### src/rtl/player_missile.sv
// player_missile: single player shot, launched from the ship and stepped upward once per frame.
// Optional PLAYER_MISSILE_AUTOFIRE_EN: fire level (not edge) launches from IDLE.
module player_missile #(
  parameter int NUM_ALIENS   = 8,
  parameter int MISSILE_STEP = 4,
  parameter int MISSILE_W    = 3,
  parameter int MISSILE_H    = 6,
  parameter int SHIP_W       = 25,
  parameter int Y_MIN        = 0,
  parameter int PARK_X       = 1000,
  parameter int PARK_Y       = 1000
) (
  input  logic                  frame_clk,
  input  logic                  Reset_n,
  input  logic                  fire,
  input  logic [9:0]            ShipX,
  input  logic [9:0]            ShipY,
  input  logic [NUM_ALIENS-1:0] hit_vec,
  output logic [9:0]            PlayerMissileX,
  output logic [9:0]            PlayerMissileY,
  output logic [9:0]            PlayerMissileS,
  output logic                  active,
  output logic [7:0]            shots,
  output logic [7:0]            hits
);
  typedef enum logic [1:0] {IDLE, LAUNCH, FLY, RETIRE} state_t;
  localparam logic [9:0] X_OFF = 10'(SHIP_W / 2 - 1);
  localparam logic [9:0] Y_LIM = 10'(Y_MIN + MISSILE_STEP);
  localparam logic [9:0] PX    = 10'(PARK_X);
  localparam logic [9:0] PY    = 10'(PARK_Y);
  state_t state, state_nx;
  logic [9:0] x_nx, y_nx;
  logic [7:0] shots_nx, hits_nx;
  logic fire_prev, fire_req, any_hit;
  logic [NUM_ALIENS-1:0] hit_prev;
`ifdef PLAYER_MISSILE_AUTOFIRE_EN
  assign fire_req = fire;
`else
  assign fire_req = fire & ~fire_prev;
`endif
  // only rising hit bits count; a cleared alien flag is not an event
  assign any_hit = |(hit_vec & ~hit_prev);
  assign PlayerMissileS = 10'(MISSILE_W);
  always_comb begin
    state_nx = state;
    x_nx = PlayerMissileX;
    y_nx = PlayerMissileY;
    shots_nx = shots;
    hits_nx = hits;
    unique case (state)
      IDLE: begin
        x_nx = PX;
        y_nx = PY;
        state_nx = fire_req ? LAUNCH : IDLE;
      end
      LAUNCH: begin
        x_nx = ShipX + X_OFF;
        y_nx = ShipY - 10'(MISSILE_H);
        shots_nx = shots + {7'd0, shots != 8'hFF};
        state_nx = FLY;
      end
      FLY: begin
        if (any_hit || PlayerMissileY < Y_LIM) begin
          x_nx = PX;
          y_nx = PY;
          state_nx = RETIRE;
          hits_nx = any_hit ? hits + {7'd0, hits != 8'hFF} : hits;
        end else
          y_nx = PlayerMissileY - 10'(MISSILE_STEP);
      end
      RETIRE: begin
        x_nx = PX;
        y_nx = PY;
        state_nx = IDLE;
      end
    endcase
  end
  always_ff @(posedge frame_clk or negedge Reset_n) begin
    if (!Reset_n) begin
      state <= IDLE;
      PlayerMissileX <= PX;
      PlayerMissileY <= PY;
      active <= 1'b0;
      shots <= 8'd0;
      hits <= 8'd0;
      fire_prev <= 1'b0;
      hit_prev <= '0;
    end else begin
      state <= state_nx;
      PlayerMissileX <= x_nx;
      PlayerMissileY <= y_nx;
      active <= state_nx == LAUNCH || state_nx == FLY;
      shots <= shots_nx;
      hits <= hits_nx;
      fire_prev <= fire;
      hit_prev <= hit_vec;
    end
  end
endmodule
### config.mk
export PLATFORM = sky130hd
export DESIGN_NAME = player_missile
export DESIGN_NICKNAME = d
export VERILOG_FILES = /design/src/rtl/player_missile.sv
export SDC_FILE = /design/constraint.sdc
export NUM_CORES = 1
export LEC_CHECK = 0
export CAP_MARGIN = 20
export CORE_UTILIZATION = 55
export CTS_CLUSTER_SIZE = 40
export DETAILED_ROUTE_END_ITERATION = 7
export DONT_BUFFER_PORTS = 1
export PLACE_DENSITY = 0.72
export REMOVE_ABC_BUFFERS = 1
export SLEW_MARGIN = 15
export SYNTH_ARGS = -nofsm -noshare
export SYNTH_HDL_FRONTEND = slang
export SYNTH_SLANG_ARGS = --single-unit
### constraint.sdc
create_clock -name frame_clk -period 1.9 [get_ports frame_clk]
set_input_delay 0.285 -clock frame_clk [delete_from_list [all_inputs] [get_ports frame_clk]]
set_output_delay 0.285 -clock frame_clk [all_outputs]
set_load 0.03 [all_outputs]
==> results_dict.tcl <==
set metrics [dict create \
    p_sw_share_pct 43.4 \
    required_ns 2.08 \
    cts-root-buf "clkbuf_8" \
    routed_wirelength_um 4930 \
    ir_worst_vdd_mv 0.581 \
    power.leakage_nw 1.27 \
    synthFlopType "dfrtp_1" \
    vias_per_cell 5.49 \
    vias 1729 \
    first_pass_iters 4 \
    multiInputGateArea_um2 1170 \
    cap_violations 0 \
    clk_pin_slew_ns 0.08 \
    power_frac_comb_pct 45.3 \
    p_int_w 0.00236 \
    fmax_mhz 539 \
    setup_viol 0 \
    cts_buffers 5 \
    htree_num_levels 2 \
    worst_slew_pin_slew_ns 0.544 \
    holdWs_ns 0.0112 \
    layout.nets 304 \
    cpMaxStageDelayCell "or4_4" \
    cts_sinks 48 \
    rsz0062_at_grt "true" \
    num_antenna_cells 0 \
    crit_fanout 4 \
    ys_types 43 \
    period_needed_ns 1.85 \
    layout-drive-gt1-share_pct 22.4 \
    syn_inst 229 \
    cp.buffers_inverters 0 \
    crit_type "reg -> reg" \
    die_h_um 69.6 \
    core_area_um2 4380 \
    nFillCells 354 \
    synth_edf_count 0 \
    die_x_um 69.6 \
    ys_warn_count 0 \
    areaGrowthSynthToFinish_pct 14.7 \
    fin_setup_tns_ns 0 \
    post_drt_wl_per_cell_um 15.6 \
    grt_pass1_vias 1772 \
    drc 0 \
    status "finished clean" \
    grt_pass1_wl_um 8150 \
    power_frac_clock_pct 14.0 \
    cts_tree "yes" \
    synth_most_common_cell "dfrtp_1" \
    relSlewSlack_pct 63.7 \
    cp_cell_sequence "or4_4 > nor4_4 > nor3_2 > nand2_2 > mux2_1" \
    finalHoldViolCount 0 \
    holdCritPathClass "in -> reg" \
    synth_common_cells "dfrtp_1 (36), xnor2_1 (23), dfstp_2 (12)" \
    fin_crit_sh_pct 97.6 \
    antenna_found_initial 0 \
    gp_congestion 0.796 \
    fp.dieArea_um2 4840 \
    p_per_area_nw_per_um2 1440 \
    ys_seq_area_share_pct 48.4 \
    yosysTopAreaCellShare_pct 35.9 \
    seq_power_share_pct 40.7 \
    power_w 0.00416 \
    fin_cells 315 \
    ys_seq_elements 48 \
    finClkSkew_ns 0.00616 \
    yosysTopAreaCell "dfrtp_1" \
    io_buffers 0 \
    grt_max_degree 49 \
    clkLatencyLatePin_ns 0.30 \
    arrival_ns 2.03 \
    critical-path-top-delay-family "simple AND/OR/NAND/NOR gates" \
    drv_slew 0 \
    synth_area_um2 2510 \
    regArea_um2 1220 \
    p_sw_w 0.00181 \
    synth_area_leaders "dfrtp_1 (36%), dfstp_2 (13%), xnor2_1 (8.0%)" \
    io_pins 78 \
    initial_core_util_pct 57.3 \
    syn_area_per_cell_um2 11.0 \
    globalRouteTotalUtil_pct 21.4 \
    start_kind "flip-flop" \
    grt_overflow_total 0 \
    ant_nets 0 \
    synthArstFlopShare_pct 100 \
    max_stage_delay_ns 0.57 \
    clk_path_buf_depth 2 \
    row_count 24 \
    crit_path_end_kind "flip-flop" \
    post-place-cells 300 \
    drtIter0Drc 40 \
    dpl.hpwl_um 3670 \
]
[metrics by stage]
step / setup WS (ns) / area, µm² / utilization, %
after floorplan: -0.147 / 2430 / -
after global placement: 0.0851 / 2700 / 61.6
after detailed placement: -0.0101 / 2700 / 61.6
after CTS: 0.0206 / 2850 / 65.1
after global routing: -0.0383 / 2880 / 65.8
final: 0.0460 / 2880 / 65.8
[power by group through the flow]
stage	Clock, W	Sequential, W	Combinational (W)
after global placement	0	0.00171	0.00181
after detailed placement	0	0.00172	0.00186
after global routing	0.000634	0.00174	0.00207
final	0.000582	0.00170	0.00189
after CTS	0.000591	0.00170	0.00190
after floorplan	0	0.00212	0.000857
[logic make-up after synthesis]
logic type / after synthesis / synth area share, %
AO/OA/AOI/OAI: 33 / 8.96
other: 2 / 0.299
multiplexers: 8 / 3.49
buffers and inverters: 30 / 6.57
XOR/XNOR: 34 / 11.9
adder cells (fa/ha/maj): 11 / 5.48
AND/OR/NAND/NOR: 63 / 14.9
flip-flops: 48 / 48.4
[flip-flops by register name (all words and copies together), names as in the netlist]
signal and count:
shots 8, PlayerMissileX 10, hit_prev 8, active 1
hits 8, PlayerMissileY 10, fire_prev 1, state 2
[per-layer routing]
metal	up-vias	routed length [µm]	GRT usage (%)	share of wire, %
met2	55	2470	35.9	50
met4	0	44	5.67	0.89
met3	6	370	8.28	7.5
li1	848	-	-	-
met1	820	2040	25.7	41
met5	-	0	0	0
[layout make-up]
class,count,share of cell area [%]
clock buffers,7,2.65
clock inverters,1,0.174
inverters,13,1.69
multi-input cells,159,40.6
flip-flops and latches,48,42.2
well taps,52,2.26
repair buffers,35,10.5
[timing repair]
item	CTS	global route
endpoints found under the hold margin	51	2
hold buffers	5	2
setup endpoints to repair	1	14
buffers inserted	0	0
resized for setup	1	2
[cells in the final DEF (no fill, tap or decap), types with 2 or more instances in the layout]
| master | instances |
|---|---|
| nand4_1 | 7 |
| xor2_1 | 11 |
| inv_1 | 9 |
| mux2_2 | 2 |
| dfstp_2 | 12 |
| a21oi_1 | 2 |
| and3_1 | 7 |
| a31oi_1 | 7 |
| inv_2 | 4 |
| nor2b_1 | 4 |
| clkbuf_1 | 2 |
| clkbuf_8 | 5 |
| nand2b_1 | 6 |
| o21a_1 | 3 |
| nor3b_1 | 2 |
| o31ai_1 | 2 |
| buf_4 | 27 |
| o21ai_1 | 6 |
| xnor2_1 | 23 |
| nor2_1 | 3 |
| or3_1 | 3 |
| ha_1 | 11 |
| o2111ai_1 | 2 |
| mux2_1 | 4 |
| nor3_2 | 2 |
| nand2_1 | 11 |
| conb_1 | 10 |
| nand3_1 | 3 |
| mux2i_1 | 2 |
| dlygate4sd3_1 | 6 |
| nor3_1 | 8 |
| a22oi_1 | 5 |
| o211ai_1 | 3 |
| dfrtp_1 | 36 |
[path summary, 6_finish.rpt]
check | startpoint | endpoint | slack (ns) | cells past startpoint
setup / recovery | PlayerMissileY[4]$_DFF_PN0_ | PlayerMissileY[1]$_DFFE_PN0P_ | 0.05 | 5
hold / removal | hit_vec[7] | hit_prev[7]$_DFF_PN0_ | 0.01 | 0
setup reg to reg | PlayerMissileY[4]$_DFF_PN0_ | PlayerMissileY[1]$_DFFE_PN0P_ | 0.05 | 5
hold reg to reg | fire_prev$_DFF_PN0_ | state[0]$_DFF_PN0_ | 0.54 | 2
max in group asynchronous | Reset_n | PlayerMissileX[9]$_DFFE_PN1P_ | 1.13 | 2
min in group asynchronous | Reset_n | hit_prev[6]$_DFF_PN0_ | 0.50 | 2
Note: power is estimated with default switching activity, not from simulation.
